$ cat config.mk
export PLATFORM = sky130hd
export DESIGN_NAME = uart_rx_os
export DESIGN_NICKNAME = d
export VERILOG_FILES = /design/src/rtl/uart_rx_os.sv
export SDC_FILE = /design/constraint.sdc
export NUM_CORES = 1
export LEC_CHECK = 0
export CAP_MARGIN = 20
export CORE_MARGIN = 2
export CORE_UTILIZATION = 39
export DETAILED_ROUTE_END_ITERATION = 10
export GPL_ROUTABILITY_DRIVEN = 0
export HOLD_SLACK_MARGIN = 0.06
export MAX_ROUTING_LAYER = met4
export PLACE_DENSITY = 0.61
export SYNTH_ARGS = -nofsm -noshare
export SYNTH_HDL_FRONTEND = slang
export SYNTH_SLANG_ARGS = --single-unit
$ cat constraint.sdc
create_clock -name clk -period 1.6 [get_ports clk]
set_input_delay 0.16 -clock clk [delete_from_list [all_inputs] [get_ports clk]]
set_output_delay 0.16 -clock clk [all_outputs]
set_load 0.01 [all_outputs]
$ cat src/rtl/uart_rx_os.sv
// Oversampling (16x) UART receiver: start-bit centring, LSB-first data, stop check.
// Build option: define UART_RX_PARITY_EN to receive an even-parity bit before the stop bit.
module uart_rx_os #(
    parameter int DBIT    = 8,
    parameter int SB_TICK = 16
) (
    input  logic            clk,
    input  logic            reset,
    input  logic            s_tick,
    input  logic            rx,
    output logic [DBIT-1:0] dout,
    output logic            rx_done_tick,
    output logic            frame_err,
    output logic            parity_err
);

    localparam int SW = $clog2(SB_TICK);
    localparam int NW = (DBIT > 1) ? $clog2(DBIT) : 1;

    localparam logic [SW-1:0] S_MID  = SW'(7);
    localparam logic [SW-1:0] S_LAST = SW'(15);
    localparam logic [SW-1:0] S_STOP = SW'(SB_TICK - 1);
    localparam logic [NW-1:0] N_LAST = NW'(DBIT - 1);

    typedef enum logic [2:0] {
        IDLE,
        START,
        DATA,
        PARITY,
        STOP
    } state_t;

`ifdef UART_RX_PARITY_EN
    localparam state_t AFTER_DATA = PARITY;
`else
    localparam state_t AFTER_DATA = STOP;
`endif

    state_t          state_q;
    logic [1:0]      sync_q;
    logic [SW-1:0]   s_q;
    logic [NW-1:0]   n_q;
    logic [DBIT-1:0] shift_q;

    logic            rx_s;
    logic [SW-1:0]   s_d;
    logic [NW-1:0]   n_d;
    logic [DBIT-1:0] shift_d;

    assign rx_s    = sync_q[1];
    assign s_d     = s_q + SW'(1);
    assign n_d     = n_q + NW'(1);
    assign shift_d = {rx_s, shift_q[DBIT-1:1]};

`ifdef UART_RX_PARITY_EN
    logic par_bit_q;

    always_ff @(posedge clk) begin
        if (reset) begin
            par_bit_q  <= 1'b0;
            parity_err <= 1'b0;
        end else begin
            if (state_q == PARITY && s_tick && s_q == S_LAST) begin
                par_bit_q <= rx_s;
            end
            // Even parity: data bits plus parity bit must XOR to zero.
            if (state_q == STOP && s_tick && s_q == S_STOP) begin
                parity_err <= (^shift_q) ^ par_bit_q;
            end
        end
    end
`else
    assign parity_err = 1'b0;
`endif

    // Receive FSM; every decision uses the synchronised line, and only the
    // IDLE exit may happen on a cycle without a sample tick.
    always_ff @(posedge clk) begin
        if (reset) begin
            sync_q       <= 2'b11;
            state_q      <= IDLE;
            s_q          <= '0;
            n_q          <= '0;
            shift_q      <= '0;
            dout         <= '0;
            rx_done_tick <= 1'b0;
            frame_err    <= 1'b0;
        end else begin
            sync_q       <= {sync_q[0], rx};
            rx_done_tick <= 1'b0;
            case (state_q)
                IDLE: begin
                    if (!rx_s) begin
                        s_q     <= '0;
                        state_q <= START;
                    end
                end
                START: begin
                    if (s_tick) begin
                        if (s_q == S_MID) begin
                            if (!rx_s) begin
                                s_q     <= '0;
                                n_q     <= '0;
                                state_q <= DATA;
                            end else begin
                                state_q <= IDLE;
                            end
                        end else begin
                            s_q <= s_d;
                        end
                    end
                end
                DATA: begin
                    if (s_tick) begin
                        if (s_q == S_LAST) begin
                            s_q     <= '0;
                            shift_q <= shift_d;
                            if (n_q == N_LAST) begin
                                state_q <= AFTER_DATA;
                            end else begin
                                n_q <= n_d;
                            end
                        end else begin
                            s_q <= s_d;
                        end
                    end
                end
`ifdef UART_RX_PARITY_EN
                PARITY: begin
                    if (s_tick) begin
                        if (s_q == S_LAST) begin
                            s_q     <= '0;
                            state_q <= STOP;
                        end else begin
                            s_q <= s_d;
                        end
                    end
                end
`endif
                STOP: begin
                    if (s_tick) begin
                        if (s_q == S_STOP) begin
                            dout         <= shift_q;
                            frame_err    <= ~rx_s;
                            rx_done_tick <= 1'b1;
                            state_q      <= IDLE;
                        end else begin
                            s_q <= s_d;
                        end
                    end
                end
                default: begin
                    state_q <= IDLE;
                end
            endcase
        end
    end

endmodule

==> results.cfg <==
[run_status]
outcome = complete, but fails checks
failed_checks = negative setup slack

[cells_and_area]
seq_area_um2 = 616
antenna_cells = 0
fill_cells = 325
stdcell_count = 242
syn2layout_area_growth_pct = 46.8
multi_input_area_um2 = 936
final_layout_size_suffix_gt1_frac = 0.356
nets = 200

[grt]
grt_pass1_wl_um = 5980
grt_max_degree = 19
grt_overflow = 0
antenna_found_initial = 0
first_global_vias = 1274
grt_use_total = 0.190

[yosys]
synth_commonest_cells = dfxtp_1, nor2_1, mux2i_1
avgSynthCellArea_um2 = 9.57
synth_seq_area_share = 0.410
yosysMostFrequentCell = dfxtp_1
syn-cell-area_um2 = 1460
yosysWarningCount = 0
ys_seq_elements = 30
ys_types = 46
synth_edf_count = 0
syn_nets = 160
synthCells = 153
synthFlopType = dfxtp_1
ys_async_sr_fraction = 0
post_synth_main_area_contributors = dfxtp_1, mux2i_1, nor2_1
yosysTopAreaCell = dfxtp_1
synth_top_area_share = 0.410

[clock_network]
htreeDepth = 2
cts_inserted_buffers = 5
clockRootBuffer = clkbuf_8
cts_tree = done
cts_hold_buf = 0
worst_skew_pair.late_latency_ns = 0.29
clk_path_buf_depth = 2
cts.sinks = 30
cts.clk_slew.worst_paths_ns = 0.07

[floorplanning]
initial_utilization = 0.403
die_height_um = 65.3
die_w_um = 65.3
rows = 22
core_um2 = 3630
dieArea_um2 = 4260
num_io_pins = 15

[routing]
drt_iter0_drc = 96
drc_errors = 0
ant_nets = 0
vias = 1270
drt-pass1-iter-count = 4
viasPerCell = 5.25
drt-total-wl_um = 3530
post_drt_wl_per_cell_um = 14.6

[critical_path]
cp.arrival_ns = 1.91
endpoint_kind = register
critPathMaxFanout = 2
worst-setup-path-type = reg -> reg
crit_required_ns = 1.78
cp-start-kind = register

[power_and_ir_drop]
power.leakage_nw = 0.811
irDropWorstVdd_v = 0.000752
total_power_mw = 2.22
powerDensity_nw_per_um2 = 1030

[sta]
fmaxAchievable_mhz = 579
slew_viol_final = 0
rsz0062_at_grt = yes
period_share = 1.08
layout_min_cycle_time_ns = 1.73
finalSetupViolCount = 4
tns_ns = -0.292
setup_slack_ns = -0.127
clock_skew_ns = 0.00858
hold_violations = 0

[placement]
hpwl_um = 2430
port-buffer-count = 13
pre_cts_slack_ns = -0.193
dp.cells = 232

[worst_hold_path]
holdCritPathClass = reg -> reg

[run]
cap_viol_max_count = 0
-- worst max-delay path: stages, from the launching register on --
cell	delay, ns
dfxtp_2	0.36
ha_4	0.14
ha_4	0.13
nand2_2	0.05
a32o_1	0.25
or3b_4	0.39
mux2_4	0.30
-- per-stage QoR --
step | hold slack (ns) | util | instance area, µm²
2_1_floorplan | 0.264 | - | 1510
3_3_place_gp | 0.391 | 0.512 | 1860
3_5_place_dp | 0.392 | 0.512 | 1860
4_1_cts | 0.402 | 0.560 | 2030
5_1_grt | 0.423 | 0.591 | 2150
6_report | 0.403 | 0.591 | 2150
-- registers in the layout, summed over array words and instances (netlist names) --
signal        cells
shift_q           8
rx_done_tick      1
state_q           3
sync_q            2
frame_err         1
s_q               4
dout              8
n_q               3
-- where the power goes --
| group | internal [mW] | switching, mW | total (mW) |
|---|---|---|---|
| sequential | 0.774 | 0.0368 | 0.810 |
| combinational | 0.245 | 0.197 | 0.442 |
| clock | 0.664 | 0.301 | 0.965 |
| total | 1.68 | 0.535 | 2.22 |
-- cell type report --
| cell class | instances | share of cell area |
|---|---|---|
| sequential | 30 | 0.287 |
| timing repair buffer | 42 | 0.175 |
| clock inverter | 2 | 0.0280 |
| inverter | 5 | 0.00874 |
| multi-input combinational | 109 | 0.436 |
| clock buffer | 6 | 0.0384 |
| tap | 48 | 0.0280 |
-- cell families after synthesis --
logic type,synth area share
and+or+nand+nor,0.220
DFF,0.410
AOI/OAI and AO/OA,0.131
muxes,0.148
buffers and inverters,0.0513
adders and majority gates,0.0256
xor gates and xnor gates,0.0120
other,0.00256
-- repair_timing --
action	4_1_cts	5_1_grt
buffers inserted	1	1
setup endpoints to repair	27	27
pin swaps	2	9
gates resized for setup	6	22
-- layer usage --
metal | part of all wire | wire length (µm) | track usage
met5 | 0 | 0 | -
met4 | 0.017 | 59 | 0.0703
met3 | 0.049 | 174 | 0.0497
met2 | 0.47 | 1670 | 0.295
met1 | 0.46 | 1620 | 0.239
-- final timing paths --
path,to,slack [ns],startpoint,depth (start not counted)
max,state_q[2]$_SDFFE_PP0P_,-0.13,n_q[1]$_SDFFE_PP0P_,6
min,sync_q[1]$_SDFF_PP1_,0.40,sync_q[0]$_SDFF_PP1_,1
max reg2reg,state_q[2]$_SDFFE_PP0P_,-0.13,n_q[1]$_SDFFE_PP0P_,6
min reg2reg,sync_q[1]$_SDFF_PP1_,0.40,sync_q[0]$_SDFF_PP1_,1
-- cells in the final DEF (no fill, tap or decap), drive strengths merged, types with 4 or more instances in the layout --
cell / n
a21oi: 4
buf: 29
clkbuf: 6
clkdlybuf4s50: 13
dfxtp: 30
inv: 5
mux2i: 19
nand2: 5
nand3: 5
nor2: 21
o21ai: 4
(Power assumes the default switching activity.)
